===== config.mk =====
export PLATFORM = sky130hd
export DESIGN_NAME = jtoutrun_adc
export DESIGN_NICKNAME = d
export VERILOG_FILES = /design/src/rtl/jtoutrun_adc.sv
export SDC_FILE = /design/constraint.sdc
export NUM_CORES = 1
export LEC_CHECK = 0
export ABC_AREA = 1
export ABC_CLOCK_PERIOD_IN_PS = 3280
export CORE_ASPECT_RATIO = 1.75
export CORE_MARGIN = 2
export CORE_UTILIZATION = 55
export CTS_CLUSTER_SIZE = 14
export DETAILED_ROUTE_END_ITERATION = 7
export PLACE_DENSITY = 0.86
export RECOVER_POWER = 50
export REMOVE_ABC_BUFFERS = 1
export SLEW_MARGIN = 15
export SYNTH_ARGS = -nofsm -noshare
export SYNTH_HDL_FRONTEND = slang
export SYNTH_SLANG_ARGS = --single-unit

===== constraint.sdc =====
create_clock -name clk -period 3.28 [get_ports clk]
set_input_delay 0.492 -clock clk [delete_from_list [all_inputs] [get_ports clk]]
set_output_delay 0.492 -clock clk [all_outputs]
set_load 0.02 [all_outputs]

===== src/rtl/jtoutrun_adc.sv =====
// Out Run analogue input ADC: channel multiplexer, keyboard steering ramp and a
// sample-and-hold converter that reports its result after CONV_TICKS cen ticks.
module jtoutrun_adc #(
    parameter int CONV_TICKS = 64,
    parameter int RAMP_TICKS = 256
) (
    input  logic        clk,
    input  logic        rstn,
    input  logic        cen,
    input  logic        cs,
    input  logic        rnw,
    input  logic [2:0]  ch,
    input  logic [7:0]  joystick1,
    input  logic [15:0] joyana1,
    input  logic [15:0] joyana1b,
    output logic [7:0]  dout,
    output logic        busy,
    output logic        eoc
);

    localparam int CW = (CONV_TICKS > 1) ? $clog2(CONV_TICKS) : 1;
    localparam int RW = (RAMP_TICKS > 1) ? $clog2(RAMP_TICKS) : 1;
    localparam logic [CW-1:0] CONV_LAST = CW'(CONV_TICKS - 1);
    localparam logic [RW-1:0] RAMP_LAST = RW'(RAMP_TICKS - 1);
    localparam logic [7:0] RAMP_MAX    = 8'hD0;
    localparam logic [7:0] RAMP_MIN    = 8'h20;
    localparam logic [7:0] RAMP_CENTRE = 8'h80;

    typedef enum logic {IDLE, CONV} state_t;

    state_t        state, state_nx;
    logic [CW-1:0] tick_cnt, tick_nx;
    logic [7:0]    hold, hold_nx;
    logic [7:0]    dout_nx;
    logic          eoc_nx;
    logic [7:0]    ramp;
    logic [RW-1:0] ramp_cnt;
    logic [7:0]    mapped;
    logic          write;

    assign write = cs & ~rnw;
    assign busy  = (state == CONV);

    // Steering keys override the analogue wheel; pedal keys give a fixed 0xF0.
    always_comb begin
        mapped = 8'hFF;
        unique case (ch)
            3'd0: mapped = (!joystick1[0] || !joystick1[1]) ? ramp : (joyana1[7:0] ^ 8'h80);
            3'd1: mapped = !joystick1[3] ? 8'hF0 :
                           joyana1b[15] ? ~{joyana1b[14:8], joyana1b[14]} : 8'h00;
            3'd2: mapped = !joystick1[2] ? 8'hF0 :
                           !joyana1b[15] ? {joyana1b[14:8], joyana1b[14]} : 8'h00;
            default: mapped = 8'hFF;
        endcase
    end

    // NOTE: every output gets its default first so no path leaves one unassigned (no latches).
    always_comb begin
        state_nx = state;
        tick_nx  = tick_cnt;
        hold_nx  = hold;
        dout_nx  = dout;
        eoc_nx   = 1'b0;
        if (write) begin
            // A write always (re)starts, even on the tick that would have completed.
            hold_nx  = mapped;
            tick_nx  = '0;
            state_nx = CONV;
        end else if (state == CONV && cen) begin
            if (tick_cnt == CONV_LAST) begin
                dout_nx  = hold;
                eoc_nx   = 1'b1;
                tick_nx  = '0;
                state_nx = IDLE;
            end else begin
                tick_nx = tick_cnt + CW'(1);
            end
        end
    end

    // NOTE: non-blocking assignments so every register samples pre-edge values.
    always_ff @(posedge clk or negedge rstn) begin
        if (!rstn) begin
            state    <= IDLE;
            tick_cnt <= '0;
            hold     <= 8'hFF;
            dout     <= 8'hFF;
            eoc      <= 1'b0;
        end else begin
            state    <= state_nx;
            tick_cnt <= tick_nx;
            hold     <= hold_nx;
            dout     <= dout_nx;
            eoc      <= eoc_nx;
        end
    end

    always_ff @(posedge clk or negedge rstn) begin
        if (!rstn) begin
            ramp     <= RAMP_CENTRE;
            ramp_cnt <= '0;
        end else begin
            unique case (joystick1[1:0])
                2'b11: begin
                    ramp     <= RAMP_CENTRE;
                    ramp_cnt <= '0;
                end
                2'b00: ;
                default: if (cen) begin
                    if (ramp_cnt == RAMP_LAST) begin
                        ramp_cnt <= '0;
                        if (!joystick1[0]) begin
                            if (ramp < RAMP_MAX) ramp <= ramp + 8'd1;
                        end else begin
                            if (ramp > RAMP_MIN) ramp <= ramp - 8'd1;
                        end
                    end else begin
                        ramp_cnt <= ramp_cnt + RW'(1);
                    end
                end
            endcase
        end
    end

endmodule


Word level (Yosys, flattened, before mapping)
Index checks and enable logic that the tools add are counted.
- bits in registers: 40
- input bits: 48
- output and inout bits: 10
- logic and storage cells: 64
- add/subtract/negate cells: 4
- order comparisons: 2
- equal/unequal tests: 6
- multiplexer cells: 24
- bitwise logic cells: 6
- reduce and logical (&&, ||, !) cells: 15
- operators with widths (operator ; number):
    8-bit 2-to-1 mux ; 12
    8-bit case mux with 2 select lines ; 2
    8-bit case mux with 3 select lines ; 1
    6-bit 2-to-1 mux ; 3
    8-bit by 1-bit adder with 8-bit output, second input constant ; 2
    8-bit equality test, second input constant ; 1
    8-bit by 6-bit > comparator with 1-bit output, second input constant ; 1
    8-bit < comparator, second input constant ; 1
    8-bit NOT ; 1
    2-bit nonzero test ; 4
    8-bit by 1-bit subtractor with 8-bit output, second input constant ; 1
    6-bit by 1-bit adder with 6-bit output, second input constant ; 1
    6-bit equality test, second input constant ; 1
    1-bit 2-to-1 mux ; 6
    5-bit AND reduction ; 1
    1-bit NOT ; 4
    2-bit AND reduction ; 2
    3-bit by 1-bit equality test with 1-bit output, second input constant ; 1
    3-bit by 2-bit equality test with 1-bit output, second input constant ; 1
    3-bit zero test ; 1
    3-bit by 1-bit inequality test with 1-bit output, second input constant ; 1
    3-bit AND reduction ; 1
    3-bit nonzero test ; 1
    2-bit equality test, second input constant ; 1
    other kinds (5) ; 6

Logic depth before layout (Yosys ltp)
Gate-level depths: netlist (run 1).
- word-level depth: 6
- gate-level depth with buffers: 9
- depth with buffers taken out: 9

Worst setup path after synthesis (run 1)
No wires, ideal clock.
- kind: in2reg
- start: in joystick1[0]
- end: reg ramp[4]
- library setup time: 0.118 ns
- data arrival time: 1.498 ns
- required time: 3.162 ns
- path slack: 1.664 ns
- stages on the path: 6
- path buffers: 0
- cells stage by stage: fa_1 -> nand3_1 -> nand2_1 -> or2_2 -> nand3_1 -> o21ai_2
- longest elaborated chain between the ends: 4
- elaborated cells on any way between the ends: 12
- those cells by class: eq/ne: 2; mux: 4; bitwise: 1; reduce/logical: 5
- RTL lines (item ; RTL line ; text):
    from (decl) ; 13 ; input logic [7:0] joystick1,
    8-bit 2-to-1 mux ; 112 ; if (!joystick1[0]) begin
    8-bit 2-to-1 mux ; 110 ; if (ramp_cnt == RAMP_LAST) begin
    8-bit 2-to-1 mux ; 109 ; default: if (cen) begin
    8-bit case mux with 2 select lines ; 103 ; unique case (joystick1[1:0])
    to (signal assigned) ; 113 ; if (ramp < RAMP_MAX) ramp <= ramp + 8'd1;
    to (signal assigned) ; 115 ; if (ramp > RAMP_MIN) ramp <= ramp - 8'd1;
    to (decl) ; 36 ; logic [7:0] ramp;
Several ways; a longest one is shown, not always the timed one. The select of a mux whose other input is x is not followed.
A chain may end at the register's enable or synchronous reset.

Worst setup path in the final report (run 1)
- start: in cs
- end: reg tick_cnt[3]
- longest elaborated chain between the ends: 2
- elaborated cells on any way between the ends: 3
- those cells by class: mux: 1; bitwise: 1; reduce/logical: 1
- RTL lines (item ; RTL line ; text):
    from (decl) ; 10 ; input logic cs,
    1-bit bitwise AND (*) ; 41 ; assign write = cs & ~rnw;
    6-bit 2-to-1 mux / 2-bit nonzero test (equally long branches) ; -- ;
    to (signal assigned) ; 91 ; tick_cnt <= tick_nx;
    to (decl) ; 32 ; logic [CW-1:0] tick_cnt, tick_nx;
Mark *: on every way between the ends. The rest lies on a longest branch, timed or not.

==> results by group, run 1 <==
Clock tree
  – Clk buf depth: 2
  – Clock H-tree levels: 2
  – Total clock sinks: 40
  – Hold buffers post-CTS: 0
  – Postcts setup bufs: 0
  – Number of CTS-inserted buffers: 5
  – Clock Latency Late Sink: 0.29 ns
  – Root Buffer: clkbuf_8
  – Post-CTS Resized: 0
  – Reg clk slew, reported paths: 0.08 ns
  – CTS tree: built

Die
  – Die H: 94.78 um
  – FP Rows: 33
  – Chip width: 55.88 um
  – Initial Util: 56.01%
  – Die area: 0.005296 sq mm
  – Core area: 0.004624 sq mm
  – I/O pins: 58

Timing
  – Worst-case hold slack: 0.4633 ns
  – Slew Limit Fails: 41
  – RSZ-0062 raised after global routing: false
  – Final TNS setup: 0 ns
  – Rel. slew slack: -37.79%
  – Worst clock skew: 0.004407 ns
  – Final setup viols: 0
  – Fmax: 0.4474 GHz
  – Least-Margin Pin Slew: 2.067 ns
  – Fin crit period: 2.235 ns
  – Fin crit share: 68.14%
  – Final hold vios: 0

Finish
  – ANT cells: 0
  – Share of cells above drive strength 1: 11.76%
  – Area growth syn-to-layout: 20.97%
  – Nets: 464

Power and ir drop
  – Sw frac: 35.39%
  – Pwr per Cell Area: 556.7 mW/mm^2
  – Clk network pwr share: 25.1%
  – P_sw: 0.6172 mW
  – Comb pwr share: 35.2%
  – Worst vdd ir: 0.0004284 V
  – Flop pwr share: 39.7%
  – Leak: 1.512 nW
  – P_int: 1.127 mW

Global routing
  – Largest net degree at the start of global routing: 41
  – Vias in the first global route: 2334
  – GRT overflow: 0
  – Total GRT Usage: 22.92%
  – Antenna violations before repair: 0
  – Global-route wire length before repair: 9.729 mm

Place
  – Routability Congestion: 0.8793
  – Post-DP HPWL: 4.252 mm
  – # port buffers: 37

Setup path
  – CP max FO: 14
  – RR Endpoint: ramp[4]$_DFFE_PN0P_
  – Arrival time worst endpoint: 2.44 ns
  – Reg2reg path depth: 6
  – Setup CP Type: input port to flop
  – R2R setup slack: 1.62 ns
  – Startpoint types: input port
  – Critical R2R Launch: ramp[0]$_DFFE_PN0P_
  – Worst Path Required: 3.48 ns
  – CP Capture Type: flop

Min path
  – Hold Path End: dout[7]$_DFFE_PN1P_
  – Worst Hold Path Cells: 2
  – Worst hold start: hold[7]$_DFFE_PN1P_
  – Hold WC Path Type: flop to flop

Routing
  – Via density per instance: 5.272
  – DR DRC count: 0
  – Via count of the routed design: 2425
  – Final ANT Viol Nets: 0
  – WL/cell: 11.98 um
  – DRT Pass-1 Iters: 4
  – Initial DRC count: 89
  – Final wirelength: 5.510 mm

Synthesis
  – Most common flop cell mapped by yosys: dfrtp_1
  – Synthesis Warnings: 0
  – Most frequent cell after synthesis: nand2_1
  – Seq/Total Area, Yosys: 39.47%
  – #FFs+latches synth: 40
  – Synthesized area: 0.002590 sq mm
  – EDFF count, synth: 0
  – Synth top area share: 22.22%
  – Top post-synthesis cells by count: nand2_1 (108), inv_1 (46), nor2_1 (42)
  – Avg Inst Size Synth: 7.096 sq um
  – Syn Inst Count: 365
  – Synth top area cells: dfrtp_1 (22%), dfstp_2 (17%), nand2_1 (16%), inv_1 (6.7%), nand3_1 (6.2%)
  – Area leader, netlist: dfrtp_1
  – Synth unique cells: 35
  – Asr flop ratio synth: 100.0%

Outcome
  – Failing checks: capacitance limit, slew limit
  – Status: complete, but fails checks

Flow run
  – Max Cap Violations: 1
-- cell families after synthesis --
logic type                 synth area share, %
xor gates and xnor gates                 1.353
AOI/OAI and AO/OA                        10.53
adders and majority gates                4.638
and+or+nand+nor                          35.94
DFF                                      39.47
buffers and inverters                    8.068
-- cells in the final DEF, fill, tap and decap left out, drive strengths merged, types with 2 or more instances in the layout --
cell / synthesis / routed
nor4: 2 / 2
o211ai: 2 / 2
o21ai: 27 / 27
nor3: 11 / 11
nor2: 44 / 44
dfstp: 17 / 17
nand2: 114 / 114
a31oi: 2 / 2
a21oi: 16 / 16
inv: 48 / 48
dfrtp: 23 / 23
nand3: 33 / 33
xnor2: 2 / 2
clkbuf: 2 / 9
nand4: 4 / 4
ha: 8 / 8
or2: 3 / 3
clkdlybuf4s50: 0 / 35
xor2: 2 / 2
-- critical path, cell delays in order --
cell	delay, ns
clkdlybuf4s50_1	0.45
inv_1	0.04
nor2_2	0.06
clkbuf_1	0.48
inv_1	0.32
nand2_1	0.22
nand2_1	0.09
xor2_1	0.15
nor3_1	0.13
-- metal layers --
| metal | GRT usage, % | vias to the layer above | routed length, um |
|---|---|---|---|
| li1 | - | 1253 | - |
| met5 | 0 | - | 0 |
| met3 | 3.014 | 13 | 133 |
| met1 | 24.54 | 1115 | 2227 |
| met4 | 9.722 | 0 | 144 |
| met2 | 44.35 | 44 | 3005 |
-- sequential cells by signal (all words and copies together), names as in the netlist --
name      cells
dout          8
hold          8
ramp          8
ramp_cnt      8
tick_cnt      6
busy          1
eoc           1
-- stage by stage --
| stage | power [mW] | instance area (sq um) | instances | util, % | setup WS [ns] |
|---|---|---|---|---|---|
| 2_1_floorplan | 1.150 | 2566 | 361 | - | 1.658 |
| 3_3_place_gp | 1.290 | 3012 | 452 | 65.12 | 0.8635 |
| 3_5_place_dp | 1.317 | 3012 | 452 | 65.12 | 0.8414 |
| 4_1_cts | 1.757 | 3138 | 460 | 67.86 | 1.140 |
| 5_1_grt | 1.891 | 3133 | 460 | 67.75 | 0.7848 |
| 6_report | 1.744 | 3133 | 460 | 67.75 | 1.045 |
-- worst max-delay path by stage --
| stage | startpoint | endpoint | slack, ns | depth (start not counted) |
|---|---|---|---|---|
| 3_5_place_dp | joystick1[0] | ramp[5]$_DFFE_PN0P_ | 0.84 | 8 |
| 6_report | cs | tick_cnt[3]$_DFFE_PN0P_ | 1.04 | 9 |
| 2_1_floorplan | joystick1[0] | ramp[4]$_DFFE_PN0P_ | 1.66 | 6 |
| 4_1_cts | joystick1[0] | ramp[5]$_DFFE_PN0P_ | 1.14 | 8 |
| 5_1_grt | cs | tick_cnt[2]$_DFFE_PN0P_ | 0.78 | 9 |
| 3_3_place_gp | joystick1[0] | ramp[6]$_DFFE_PN0P_ | 0.86 | 8 |
-- power groups by stage --
stage               logic, mW  registers, mW  clock network [mW]
finish                  0.614          0.693               0.437
global placement        0.597          0.693                   0
detailed placement      0.618          0.700                   0
CTS                     0.621          0.691               0.444
floorplan               0.478          0.672                   0
global route            0.717          0.706               0.468
-- final cells by class --
class | count | area, sq um
repair buffers | 39 | 375.4
clock buffers | 7 | 96.34
inverters | 49 | 185.2
fillers | 402 | 1491
well taps | 52 | 65.06
flip-flops and latches | 40 | 1022
clock inverters | 1 | 30.03
multi-input cells | 272 | 1359
Power figures use the tool's default switching activity.
==> run 2: changes to the inputs <==
- ABC_CLOCK_PERIOD_IN_PS: 3280 -> 2000
- CORE_UTILIZATION: 55 -> 46
- PLACE_DENSITY: 0.86 -> 0.77
- clock period: 3.28 -> 2 ns (I/O delays scaled with it)
==> results by group, run 2 (synthesized netlist as in run 1, its figures left out) <==
Clock tree
  – CTS tree: built
  – Clock H-tree levels: 2
  – Hold buffers post-CTS: 0
  – Clock Latency Late Sink: 0.30 ns
  – Clk buf depth: 2
  – Post-CTS Resized: 0
  – Postcts setup bufs: 0
  – Root Buffer: clkbuf_8
  – Total clock sinks: 40
  – Number of CTS-inserted buffers: 5
  – Reg clk slew, reported paths: 0.07 ns

Timing
  – RSZ-0062 raised after global routing: false
  – Fin crit share: 87.10%
  – Fmax: 0.5740 GHz
  – Final TNS setup: 0 ns
  – Worst clock skew: 0.003622 ns
  – Rel. slew slack: 35.47%
  – Final hold vios: 0
  – Final setup viols: 0
  – Slew Limit Fails: 0
  – Fin crit period: 1.742 ns
  – Final setup margin: 0.2580 ns
  – Least-Margin Pin Slew: 0.9679 ns

Finish
  – ANT cells: 0
  – Commonest cells after routing, fill and taps aside: nand2_1 (108), inv_1 (46), nor2_1 (43), clkdlybuf4s50_1 (36), nand3_1 (32)
  – Final instance area: 0.003263 sq mm
  – Layout Utilization: 59.38%
  – Share of cells above drive strength 1: 15.09%
  – Layout Cells excl Fill: 500
  – Area growth syn-to-layout: 25.99%
  – Commonest non-fill, non-tap cell in the layout: nand2_1
  – Nets: 480
  – Fillers: 538

Power and ir drop
  – Flop pwr share: 41.3%
  – Comb pwr share: 39.5%
  – Leak: 1.584 nW
  – Sw frac: 37.52%
  – Worst vdd ir: 0.0003952 V
  – Pwr per Cell Area: 842.4 mW/mm^2
  – P_sw: 1.031 mW
  – P_int: 1.717 mW
  – Clk network pwr share: 19.2%

Routing
  – DRT Pass-1 Iters: 4
  – DR DRC count: 0
  – Via count of the routed design: 2481
  – WL/cell: 11.75 um
  – Via density per instance: 4.962
  – Final ANT Viol Nets: 0
  – Initial DRC count: 58
  – Final wirelength: 5.875 mm

Outcome
  – Status: finished clean

Setup path
  – CP Capture Type: flop
  – Setup CP Type: input port to flop
  – Arrival time worst endpoint: 1.94 ns
  – Worst Path Required: 2.20 ns
  – CP max FO: 12
  – Startpoint types: input port
  – Critical R2R Launch: ramp[0]$_DFFE_PN0P_
  – R2R setup slack: 0.40 ns
  – Reg2reg path depth: 6
  – CP startpoint: joystick1[0]
  – RR Endpoint: ramp[4]$_DFFE_PN0P_

Global routing
  – Vias in the first global route: 2354
  – GRT overflow: 0
  – Antenna violations before repair: 0
  – Total GRT Usage: 20.86%
  – Largest net degree at the start of global routing: 41
  – Global-route wire length before repair: 9.839 mm

Place
  – Post-DP HPWL: 4.659 mm
  – # port buffers: 37
  – Placed cell area: 0.003187 sq mm
  – Place WS: -0.07072 ns
  – Dpl cells: 492
  – Routability Congestion: 0.8481

Min path
  – Hold WC Path Type: input port to asynchronous set/reset pin

Die
  – FP Rows: 36
  – Core area: 0.005495 sq mm
  – Die area: 0.006270 sq mm
  – Chip width: 60.72 um
  – I/O pins: 58
  – Initial Util: 47.13%
  – Die H: 103.3 um

Flow run
  – Max Cap Violations: 0
## run 2: cell count changes in the layout (fill, tap and decap cells not counted), sizes merged
| cell | change |
|---|---|
| clkdlybuf4s50 | +1 |
| dlygate4sd3 | -1 |
| clkbuf | -1 |
| bufinv | -1 |
| buf | +17 |
| clkinv | +1 |
## run 2: cell type report
cell class | instances | area [sq um] | area share [%]
multi-input cells | 272 | 1356 | 41.56
flip-flops and latches | 40 | 1022 | 31.33
repair buffers | 55 | 523.0 | 16.03
inverters | 49 | 185.2 | 5.675
well taps | 76 | 95.09 | 2.914
clock buffers | 7 | 76.32 | 2.339
clock inverters | 1 | 5.005 | 0.1534
## run 2: through the flow
| stage | power, mW | hold WS [ns] |
|---|---|---|
| floorplan | 1.886 | 0.004409 |
| finish | 2.749 | 0.2211 |
| global route | 2.989 | 0.3013 |
| CTS | 2.778 | 0.05386 |
| global placement | 2.199 | 0.3822 |
| detailed placement | 2.239 | 0.3833 |
## run 2: critical path, stage by stage
cell and delay (ns):
clkdlybuf4s50_1 0.44, buf_12 0.16, fa_1 0.45, nand3_1 0.11, nand2_1 0.07, or2_2 0.27
nand3_1 0.09, o21ai_2 0.06
## run 2: routing by layer
layer | up-vias | GRT usage, % | wire length [um]
met1 | 1149 | 20.95 | 2243
li1 | 1279 | - | -
met2 | 45 | 39.54 | 3321
met3 | 8 | 4.104 | 180
met5 | - | 0 | 0
met4 | 0 | 9.365 | 129
## run 2: power by group through the flow
| stage | Clock [mW] | Combinational (mW) | Sequential, mW |
|---|---|---|---|
| final | 0.529 | 1.08 | 1.13 |
| after global routing | 0.576 | 1.26 | 1.16 |
| after CTS | 0.549 | 1.10 | 1.13 |
| after detailed placement | 0 | 1.09 | 1.14 |
| after global placement | 0 | 1.06 | 1.14 |
| after floorplan | 0 | 0.783 | 1.10 |
## run 2: worst max path at each step
stage	endpoint	slack (ns)	cells past startpoint
floorplan	ramp[4]$_DFFE_PN0P_	0.46	6
global placement	ramp[4]$_DFFE_PN0P_	-0.04	8
detailed placement	ramp[4]$_DFFE_PN0P_	-0.07	8
CTS	dout[6]	0.25	1
global route	ramp[4]$_DFFE_PN0P_	0.16	10
finish	ramp[4]$_DFFE_PN0P_	0.26	8
